--- config.mk ---
export PLATFORM = sky130hd
export DESIGN_NAME = revers_cnt_bcd_multi
export DESIGN_NICKNAME = d
export VERILOG_FILES = /design/src/rtl/revers_cnt_bcd_multi.sv
export SDC_FILE = /design/constraint.sdc
export NUM_CORES = 1
export LEC_CHECK = 0
export ABC_AREA = 0
export CORE_UTILIZATION = 48
export DETAILED_ROUTE_END_ITERATION = 16
export PLACE_DENSITY = 0.79
export SLEW_MARGIN = 0
export SYNTH_ARGS = -nofsm -noshare
export SYNTH_HDL_FRONTEND = slang
export SYNTH_SLANG_ARGS = --single-unit
--- constraint.sdc ---
create_clock -name clk -period 2.6 [get_ports clk]
set_clock_uncertainty 0.15 [all_clocks]
set_input_delay 0.26 -clock clk [delete_from_list [all_inputs] [get_ports clk]]
set_output_delay 0.26 -clock clk [all_outputs]
set_load 0.01 [all_outputs]
--- src/rtl/revers_cnt_bcd_multi.sv ---
// rtl/revers_cnt_bcd_multi.sv - multi-digit reversible BCD counter with load, enable and up/down FSM
// Optional build macro REVERS_CNT_BCD_WRAP_EN: wrap at the boundary instead of saturating in LIMIT.
module revers_cnt_bcd_multi #(
    parameter int DIGITS = 2
) (
    input  logic                  clk,
    input  logic                  res,
    input  logic                  load,
    input  logic                  en,
    input  logic                  revers,
    input  logic [4*DIGITS-1:0]   data,
    output logic [4*DIGITS-1:0]   Q,
    output logic                  tc,
    output logic                  err
);

    localparam int W = 4 * DIGITS;

    typedef enum logic [1:0] {
        IDLE  = 2'd0,
        UP    = 2'd1,
        DN    = 2'd2,
        LIMIT = 2'd3
    } state_t;

    state_t         r_state;
    logic [W-1:0]   r_q;
    logic           r_tc;
    logic           r_err;

    logic [W-1:0]   w_sanit;
    logic           w_load_err;
    logic [W-1:0]   w_inc;
    logic [W-1:0]   w_dec;
    logic           w_all9;
    logic           w_all0;
    logic           w_at_bound;
    logic [W-1:0]   w_step;
    state_t         w_dir_state;

    // Load sanitizer: any digit above 9 is clamped to 9 and flagged.
    always_comb begin
        logic [3:0] v_nib;
        w_sanit    = '0;
        w_load_err = 1'b0;
        v_nib      = 4'd0;
        for (int i = 0; i < DIGITS; i++) begin
            v_nib = data[i*4 +: 4];
            if (v_nib > 4'd9) begin
                w_sanit[i*4 +: 4] = 4'd9;
                w_load_err        = 1'b1;
            end else begin
                w_sanit[i*4 +: 4] = v_nib;
            end
        end
    end

    // Decimal ripple carry/borrow; the final carry/borrow doubles as the boundary detect.
    always_comb begin
        logic [3:0] v_nib;
        logic       v_cy;
        logic       v_bw;
        w_inc  = '0;
        w_dec  = '0;
        v_nib  = 4'd0;
        v_cy   = 1'b1;
        v_bw   = 1'b1;
        for (int i = 0; i < DIGITS; i++) begin
            v_nib = r_q[i*4 +: 4];
            if (v_cy) begin
                w_inc[i*4 +: 4] = (v_nib == 4'd9) ? 4'd0 : 4'(v_nib + 4'd1);
            end else begin
                w_inc[i*4 +: 4] = v_nib;
            end
            if (v_bw) begin
                w_dec[i*4 +: 4] = (v_nib == 4'd0) ? 4'd9 : 4'(v_nib - 4'd1);
            end else begin
                w_dec[i*4 +: 4] = v_nib;
            end
            v_cy = v_cy && (v_nib == 4'd9);
            v_bw = v_bw && (v_nib == 4'd0);
        end
        w_all9 = v_cy;
        w_all0 = v_bw;
    end

    assign w_at_bound  = revers ? w_all0 : w_all9;
    assign w_step      = revers ? w_dec : w_inc;
    assign w_dir_state = revers ? DN : UP;

    always_ff @(posedge clk) begin
        if (!res) begin
            r_q     <= '0;
            r_tc    <= 1'b0;
            r_err   <= 1'b0;
            r_state <= IDLE;
        end else if (load) begin
            r_q     <= w_sanit;
            r_err   <= w_load_err;
            r_tc    <= 1'b0;
            r_state <= IDLE;
        end else if (en) begin
            case (r_state)
                // Q can only sit on one boundary, so "same direction" means still at a boundary.
                LIMIT: begin
                    if (w_at_bound) begin
                        r_tc <= 1'b0;
                    end else begin
                        r_q     <= w_step;
                        r_tc    <= 1'b0;
                        r_state <= w_dir_state;
                    end
                end
                default: begin
                    if (w_at_bound) begin
`ifdef REVERS_CNT_BCD_WRAP_EN
                        r_q     <= w_step;
                        r_tc    <= 1'b1;
                        r_state <= w_dir_state;
`else
                        r_tc    <= 1'b1;
                        r_state <= LIMIT;
`endif
                    end else begin
                        r_q     <= w_step;
                        r_tc    <= 1'b0;
                        r_state <= w_dir_state;
                    end
                end
            endcase
        end else begin
            r_tc <= 1'b0;
        end
    end

    assign Q   = r_q;
    assign tc  = r_tc;
    assign err = r_err;

endmodule
==> metrics.log, run 1 <==
INFO  metric critical_path_class = reg -> reg
INFO  metric layout_worst_path_cycle_share = 82.66%
INFO  metric post_cts_setup_buffers = 0
INFO  metric die_area = 2177 um2
INFO  metric global_route_wire_length_before_repair = 3.919 mm
INFO  metric initial_core_util = 53.13%
INFO  metric grt_max_degree = 18
INFO  metric cts_buffers = 3
INFO  metric nFillCells = 164
INFO  metric report.final.setup_viol = 0
INFO  metric antenna_found_initial = 0
INFO  metric critical_path.n_buffers_inverters = 0
INFO  metric insertedDiodeCount = 0
INFO  metric globalplace.congestion = around 0.8
INFO  metric globalRouteTotalUtil = 25.66%
INFO  metric detail_route.iter0.violations = 26
INFO  metric die-width = 46.66 um
INFO  metric mappedNetlistNets = 132
INFO  metric fin_ws = 0.4509 ns
INFO  metric setup_tns = 0 ns
INFO  metric outcome = finished clean
INFO  metric worst_path_dominant_cell_family = compound AO/OA/AOI/OAI gates
INFO  metric first_global_vias = 903
INFO  metric grt.overflow.total = 0
INFO  metric synthesized_netlist_cell_count = 119
INFO  metric critical_path.startpoint_type = flop
INFO  metric yosys.area.top_type_share = 25.10%
INFO  metric timing.critical_path.to_type = flop
INFO  metric ys.warnings.count = 0
INFO  metric crit_required = 2.64 ns
INFO  metric synthesis.area = between 900 and 1000 um2
INFO  metric clock_path_buffers = 2
INFO  metric critPathMaxStageDelay = 0.43 ns
INFO  metric postCtsResizedCells = 0
INFO  metric syn_to_final_growth = 26.67%
INFO  metric timing.critical_path.arrival = 2.19 ns
INFO  metric share_of_synthesized_flip_flops_with_an_asynchronous_set_or_reset = 0%
INFO  metric htreeDepth = 1
INFO  metric fraction_of_the_core_area_covered_by_cells_at_the_end_of_the_flow = 67.29%
INFO  metric ys_dominant_reg_cell = sky130_fd_sc_hd__dfxtp_1
INFO  metric final_net_count = 151
INFO  metric total_number_of_clock_tree_sinks = 12
INFO  metric crit_path_top_delay_cell = sky130_fd_sc_hd__dfxtp_1
INFO  metric yosys-top-cells-area = sky130_fd_sc_hd__dfxtp_1, sky130_fd_sc_hd__o21ai_0, sky130_fd_sc_hd__a21oi_1, sky130_fd_sc_hd__nand2_1, sky130_fd_sc_hd__nor2_1
INFO  metric relSlewSlack = between 60% and 70%
INFO  metric synth_seq_cells = 12
INFO  metric post_drt_via_cell_ratio = 6.043
INFO  metric final_max_slew_viol_count = 0
INFO  metric cts.hold.buffers_added = 0
INFO  metric cts_root_buf = sky130_fd_sc_hd__clkbuf_4
INFO  metric fp.coreArea = 1802 um2
INFO  metric num_rows = 15
INFO  metric worst_slew_pin_slew = 0.4790 ns
INFO  metric min_period = 2.149 ns
INFO  metric cts.clk_slew.worst_paths = approximately 0.080 ns
INFO  metric power_density = 452.8 nW/um2
INFO  metric leakage = 0.4404 nW
INFO  metric timing.critical_path.cells = or3_4 > o2bb2ai_1 > a21boi_0 > xnor2_1 > o221a_2
INFO  metric count_of_max_cap_constraint_violations = 0
INFO  metric synth.yosys.seq_area_share = 25.10%
INFO  metric post-route-drc-count = 0
INFO  metric crit_path_max_fanout = 11
INFO  metric hold_violations_final = 0
INFO  metric ant_nets = 0
INFO  metric post-dp-hpwl = 1.732 mm
INFO  metric route.detailed.wl_per_inst = 14.86 um
INFO  metric max-vdd-ir-drop = 332.2 uV
INFO  metric drt_first_pass_iters = 4
INFO  metric synth_enable_flop_cells = 0
INFO  metric cts_tree = done
INFO  metric min-delay-path-class = reg -> reg
INFO  metric clock.fmax = 465.3 MHz
INFO  metric dpl_worst_slack = 0.2258 ns
INFO  metric synth_cell_types = 50
INFO  metric top_level_ports = 23
INFO  metric drt-total-wl = 2.408 mm
INFO  metric clock_latency = 0.30 ns
INFO  metric via_count = 979
INFO  metric port-buffer-count = 22
INFO  metric layout_cells_sized_above_1 = a little over a tenth
INFO  metric synth_top_area_cell = sky130_fd_sc_hd__dfxtp_1
INFO  metric postSynthAreaPerCell = 8.043 um2
INFO  metric unrepaired_setup_endpoints_after_global_routing = no
INFO  metric die_height = around 47 um
where the power goes:
group          leakage [nW]  internal (W)  switching [W]
clock                0.0210     0.0000856      0.0000760
sequential           0.0989      0.000196      0.0000285
combinational         0.321     0.0000897      0.0000731
state kept, by name, summed over array words and instances (netlist names):
register,cells
Q,8
err,1
r_state,2
tc,1
metal layers:
metal	vias up	GRT usage, %	wire length, um
met5	-	0	0
met4	0	10.86	41
met2	33	40.83	1156
met3	7	7.059	154
li1	486	-	-
met1	453	32.16	1055
worst register-to-register path: cells and delay by family (launching register included):
kind                      cells  cell delay [ns]
AOI/OAI and AO/OA             3             0.84
and+or+nand+nor               1             0.44
DFF                           1             0.43
xor gates and xnor gates      1             0.20
metrics by stage:
step	power (W)	hold WS [ns]	instance area, um2	std cells
finish	0.0005490	0.3559	1212	162
global route	0.0005756	0.3809	1212	162
CTS	0.0005448	0.3562	1212	162
detailed placement	0.0003889	0.3449	1176	158
global placement	0.0003836	0.3411	1176	158
floorplan	0.0003270	0.2186	957.2	119
layout make-up:
cell class	instances	area (um2)	share of cell area, %
clock buffers	4	36.28	2.993
inverters	5	18.77	1.548
multi-input cells	91	643.1	53.04
flip-flops and latches	12	240.2	19.81
well taps	25	31.28	2.580
repair buffers	25	242.7	20.02
synth_stat cells (all sizes together) (2+ instances only):
master and count:
xnor2 3, o21bai 2, xor2 2, nor2 7
nand3b 3, buf 5, inv 5, and3b 2
nand3 2, nor4 2, mux2i 2, nand2 7
o41ai 2, dfxtp 12, a21boi 3, o221ai 2
nand2b 4, a221oi 2, nor2b 2, and4 3
clkbuf 6, o21ai 11, a21oi 6, a211oi 2
nand4b 3
kinds of logic after synthesis:
logic type                share of synthesized area (%)
AOI/OAI and AO/OA                                 31.37
and+or+nand+nor                                   27.98
buffers and inverters                             7.712
DFF                                               25.10
xor gates and xnor gates                          4.576
muxes                                             3.268
cells in the final DEF, fill, tap and decap left out, types with 3 or more instances in the layout:
cell type,count
sky130_fd_sc_hd__clkdlybuf4s50_1,22
sky130_fd_sc_hd__nand4b_1,3
sky130_fd_sc_hd__nand2_1,7
sky130_fd_sc_hd__clkbuf_4,3
sky130_fd_sc_hd__buf_4,3
sky130_fd_sc_hd__inv_1,5
sky130_fd_sc_hd__nor2_1,7
sky130_fd_sc_hd__xnor2_1,3
sky130_fd_sc_hd__a21boi_0,3
sky130_fd_sc_hd__nand2b_1,4
sky130_fd_sc_hd__dfxtp_1,12
sky130_fd_sc_hd__o21ai_0,11
sky130_fd_sc_hd__nand3b_1,3
sky130_fd_sc_hd__a21oi_1,6
path summary, 6_finish.rpt:
kind              startpoint         end  slack, ns  depth (start not counted)
setup / recovery        Q[0]        Q[0]       0.45                          5
hold / removal    r_state[1]  r_state[1]       0.36                          2
setup reg to reg        Q[0]        Q[0]       0.45                          5
hold reg to reg   r_state[1]  r_state[1]       0.36                          2
Power figures use the tool's default switching activity.
==> run 2: changes to the inputs <==
--- a/config.mk
+++ b/config.mk
@@ -6,9 +6,9 @@
 export NUM_CORES = 1
 export LEC_CHECK = 0
 export ABC_AREA = 0
-export CORE_UTILIZATION = 48
+export CORE_UTILIZATION = 44
 export DETAILED_ROUTE_END_ITERATION = 16
-export PLACE_DENSITY = 0.79
+export PLACE_DENSITY = 0.76
 export SLEW_MARGIN = 0
 export SYNTH_ARGS = -nofsm -noshare
 export SYNTH_HDL_FRONTEND = slang
==> constraint.sdc (replaced) <==
create_clock -name clk -period 1.9 [get_ports clk]
set_clock_uncertainty 0.15 [all_clocks]
set_input_delay 0.19 -clock clk [delete_from_list [all_inputs] [get_ports clk]]
set_output_delay 0.19 -clock clk [all_outputs]
set_load 0.01 [all_outputs]
==> run 2 against run 1 <==
Effect of this change: sequential cell count unchanged; non-clock buffer count is 18 higher; register-to-register slack worse by 0.43 ns; critical path depth unchanged; sequential power up 26%; critical path type unchanged; highest routed layer unchanged.
==> metrics.log, run 2 (synthesis gave the netlist of run 1 again) <==
INFO  metric power_density = 583.0 nW/um2 (was 452.8 nW/um2)
INFO  metric globalRouteTotalUtil = 24.04% (was 25.66%)
INFO  metric grt.overflow.total = 0 (unchanged)
INFO  metric cts_buffers = 3 (unchanged)
INFO  metric layout_cells_sized_above_1 = 25.16% (was 10.95%)
INFO  metric startpoint = Q[3] (was Q[0])
INFO  metric count_of_max_cap_constraint_violations = 0 (unchanged)
INFO  metric fin_ws = 0.02456 ns (was 0.4509 ns)
INFO  metric drt-total-wl = 2.696 mm (was 2.408 mm)
INFO  metric min_period = 1.875 ns (was 2.149 ns)
INFO  metric min-delay-start = revers (was r_state[1])
INFO  metric leakage = 0.5477 nW (was 0.4404 nW)
INFO  metric report.final.setup_viol = 0 (unchanged)
INFO  metric cts_tree = done (unchanged)
INFO  metric final_max_slew_viol_count = 0 (unchanged)
INFO  metric max_reg_flops = 8 (unchanged)
INFO  metric crit_path_max_fanout = 2 (was 11)
INFO  metric outcome = finished clean (unchanged)
INFO  metric timing.critical_path.to_type = flop (unchanged)
INFO  metric ant_nets = 0 (unchanged)
INFO  metric syn_to_final_growth = 45.23% (was 26.67%)
INFO  metric post-route-drc-count = 0 (unchanged)
INFO  metric final_net_count = 169 (was 151)
INFO  metric post-place-cells = 179 (was 158)
INFO  metric layout_worst_path_cycle_share = 98.71% (was 82.66%)
INFO  metric first_global_vias = 978 (was 903)
INFO  metric setup_tns = 0 ns (unchanged)
INFO  metric insertedDiodeCount = 0 (unchanged)
INFO  metric timing.critical_path.arrival = 1.96 ns (was 2.19 ns)
INFO  metric hold_violations_final = 0 (unchanged)
INFO  metric relSlewSlack = 74.79% (was 67.97%)
INFO  metric cts_root_buf = sky130_fd_sc_hd__clkbuf_4 (unchanged)
INFO  metric global_route_wire_length_before_repair = 4.333 mm (was 3.919 mm)
INFO  metric post-dp-hpwl = 1.971 mm (was 1.732 mm)
INFO  metric grt_max_degree = 12 (was 18)
INFO  metric clock_path_buffers = 2 (unchanged)
INFO  metric hold_depth = 2 (unchanged)
INFO  metric via_count = 1075 (was 979)
INFO  metric critical_path_class = reg -> reg (unchanged)
INFO  metric route.detailed.wl_per_inst = 14.81 um (was 14.86 um)
INFO  metric total_number_of_clock_tree_sinks = 12 (unchanged)
INFO  metric initial_core_util = 47.81% (was 53.13%)
INFO  metric port-buffer-count = 22 (unchanged)
INFO  metric detail_route.iter0.violations = 23 (was 26)
INFO  metric mostFrequentLayoutCells = sky130_fd_sc_hd__clkdlybuf4s50_1, sky130_fd_sc_hd__buf_4, sky130_fd_sc_hd__dfxtp_1, sky130_fd_sc_hd__o21ai_0 (was sky130_fd_sc_hd__clkdlybuf4s50_1, sky130_fd_sc_hd__dfxtp_1, sky130_fd_sc_hd__o21ai_0)
INFO  metric fin_cells = 182 (was 162)
INFO  metric rr_startpoint = Q[3] (was Q[0])
INFO  metric post_drt_via_cell_ratio = 5.907 (was 6.043)
INFO  metric die-width = 48.64 um (was 46.66 um)
INFO  metric top_level_ports = 23 (unchanged)
INFO  metric critical_path.startpoint_type = flop (unchanged)
INFO  metric power.total = 0.0008104 W (was 0.0005490 W)
INFO  metric worst_slew_pin_slew = 0.3764 ns (was 0.4790 ns)
INFO  metric cts.clk_slew.worst_paths = 0.09 ns (was 0.08 ns)
INFO  metric dpl_worst_slack = -0.2685 ns (was 0.2258 ns)
INFO  metric fp.coreArea = 2002 um2 (was 1802 um2)
INFO  metric num_rows = 16 (was 15)
INFO  metric antenna_found_initial = 0 (unchanged)
INFO  metric drt_first_pass_iters = 4 (unchanged)
INFO  metric crit_required = 1.98 ns (was 2.64 ns)
INFO  metric clock.fmax = 533.2 MHz (was 465.3 MHz)
INFO  metric htreeDepth = 1 (unchanged)
INFO  metric r2r_cells = 5 (unchanged)
INFO  metric die_height = 48.64 um (was 46.66 um)
INFO  metric globalplace.congestion = 0.8815 (was 0.8007)
INFO  metric min-delay-path-class = in -> reg (was reg -> reg)
INFO  metric max-vdd-ir-drop = 503.5 uV (was 332.2 uV)
INFO  metric clock_latency = 0.29 ns (was 0.30 ns)
INFO  metric die_area = 2366 um2 (was 2177 um2)
[run 2: through the flow]
| stage | instance area (um2) | util (%) | hold WS, ns |
|---|---|---|---|
| 6_report | 1390 | 69.44 | 0.1651 |
| 4_1_cts | 1364 | 68.13 | 0.3395 |
| 2_1_floorplan | 963.4 | - | 0.1486 |
| 3_5_place_dp | 1328 | 66.31 | 0.3488 |
| 3_3_place_gp | 1328 | 66.31 | 0.3394 |
| 5_1_grt | 1390 | 69.44 | 0.2108 |
[run 2: worst max-delay path: stages (launching register included)]
cell and delay [ns]:
sky130_fd_sc_hd__dfxtp_1 0.32, sky130_fd_sc_hd__or3_4 0.41, sky130_fd_sc_hd__or3b_4 0.40, sky130_fd_sc_hd__a22o_1 0.25, sky130_fd_sc_hd__nand4b_1 0.09, sky130_fd_sc_hd__and4_1 0.20
[run 2: path summary, 6_finish.rpt]
kind                end  slack [ns]
max reg2reg        Q[1]        0.02
min reg2reg  r_state[1]        0.36
max                Q[1]        0.02
min          r_state[0]        0.17
[run 2: metal layers]
layer | track usage, % | part of all wire [%]
met1 | 29.12 | 43
met2 | 40.97 | 49
met3 | 4.088 | 6.2
met4 | 11.27 | 1.8
met5 | 0 | 0
[run 2: what timing repair did]
item                       4_1_cts  5_1_grt
hold buffers                     0        0
setup endpoints to repair        0        7
setup buffers                    0        0
gates resized for setup          0        8
[run 2: layout make-up]
class | instances | area (um2)
Clock buffer | 4 | 36.28
Fill cell | 165 | 611.8
Inverter | 5 | 18.77
Multi-Input combinational cell | 91 | 679.4
Sequential cell | 12 | 241.5
Tap cell | 27 | 33.78
Timing Repair Buffer | 43 | 380.4
[run 2: power by group]
part / total, W / internal (W) / switching (W)
Sequential: 0.000284 / 0.000269 / 0.0000151
Clock: 0.000219 / 0.000117 / 0.000102
Combinational: 0.000308 / 0.000163 / 0.000144
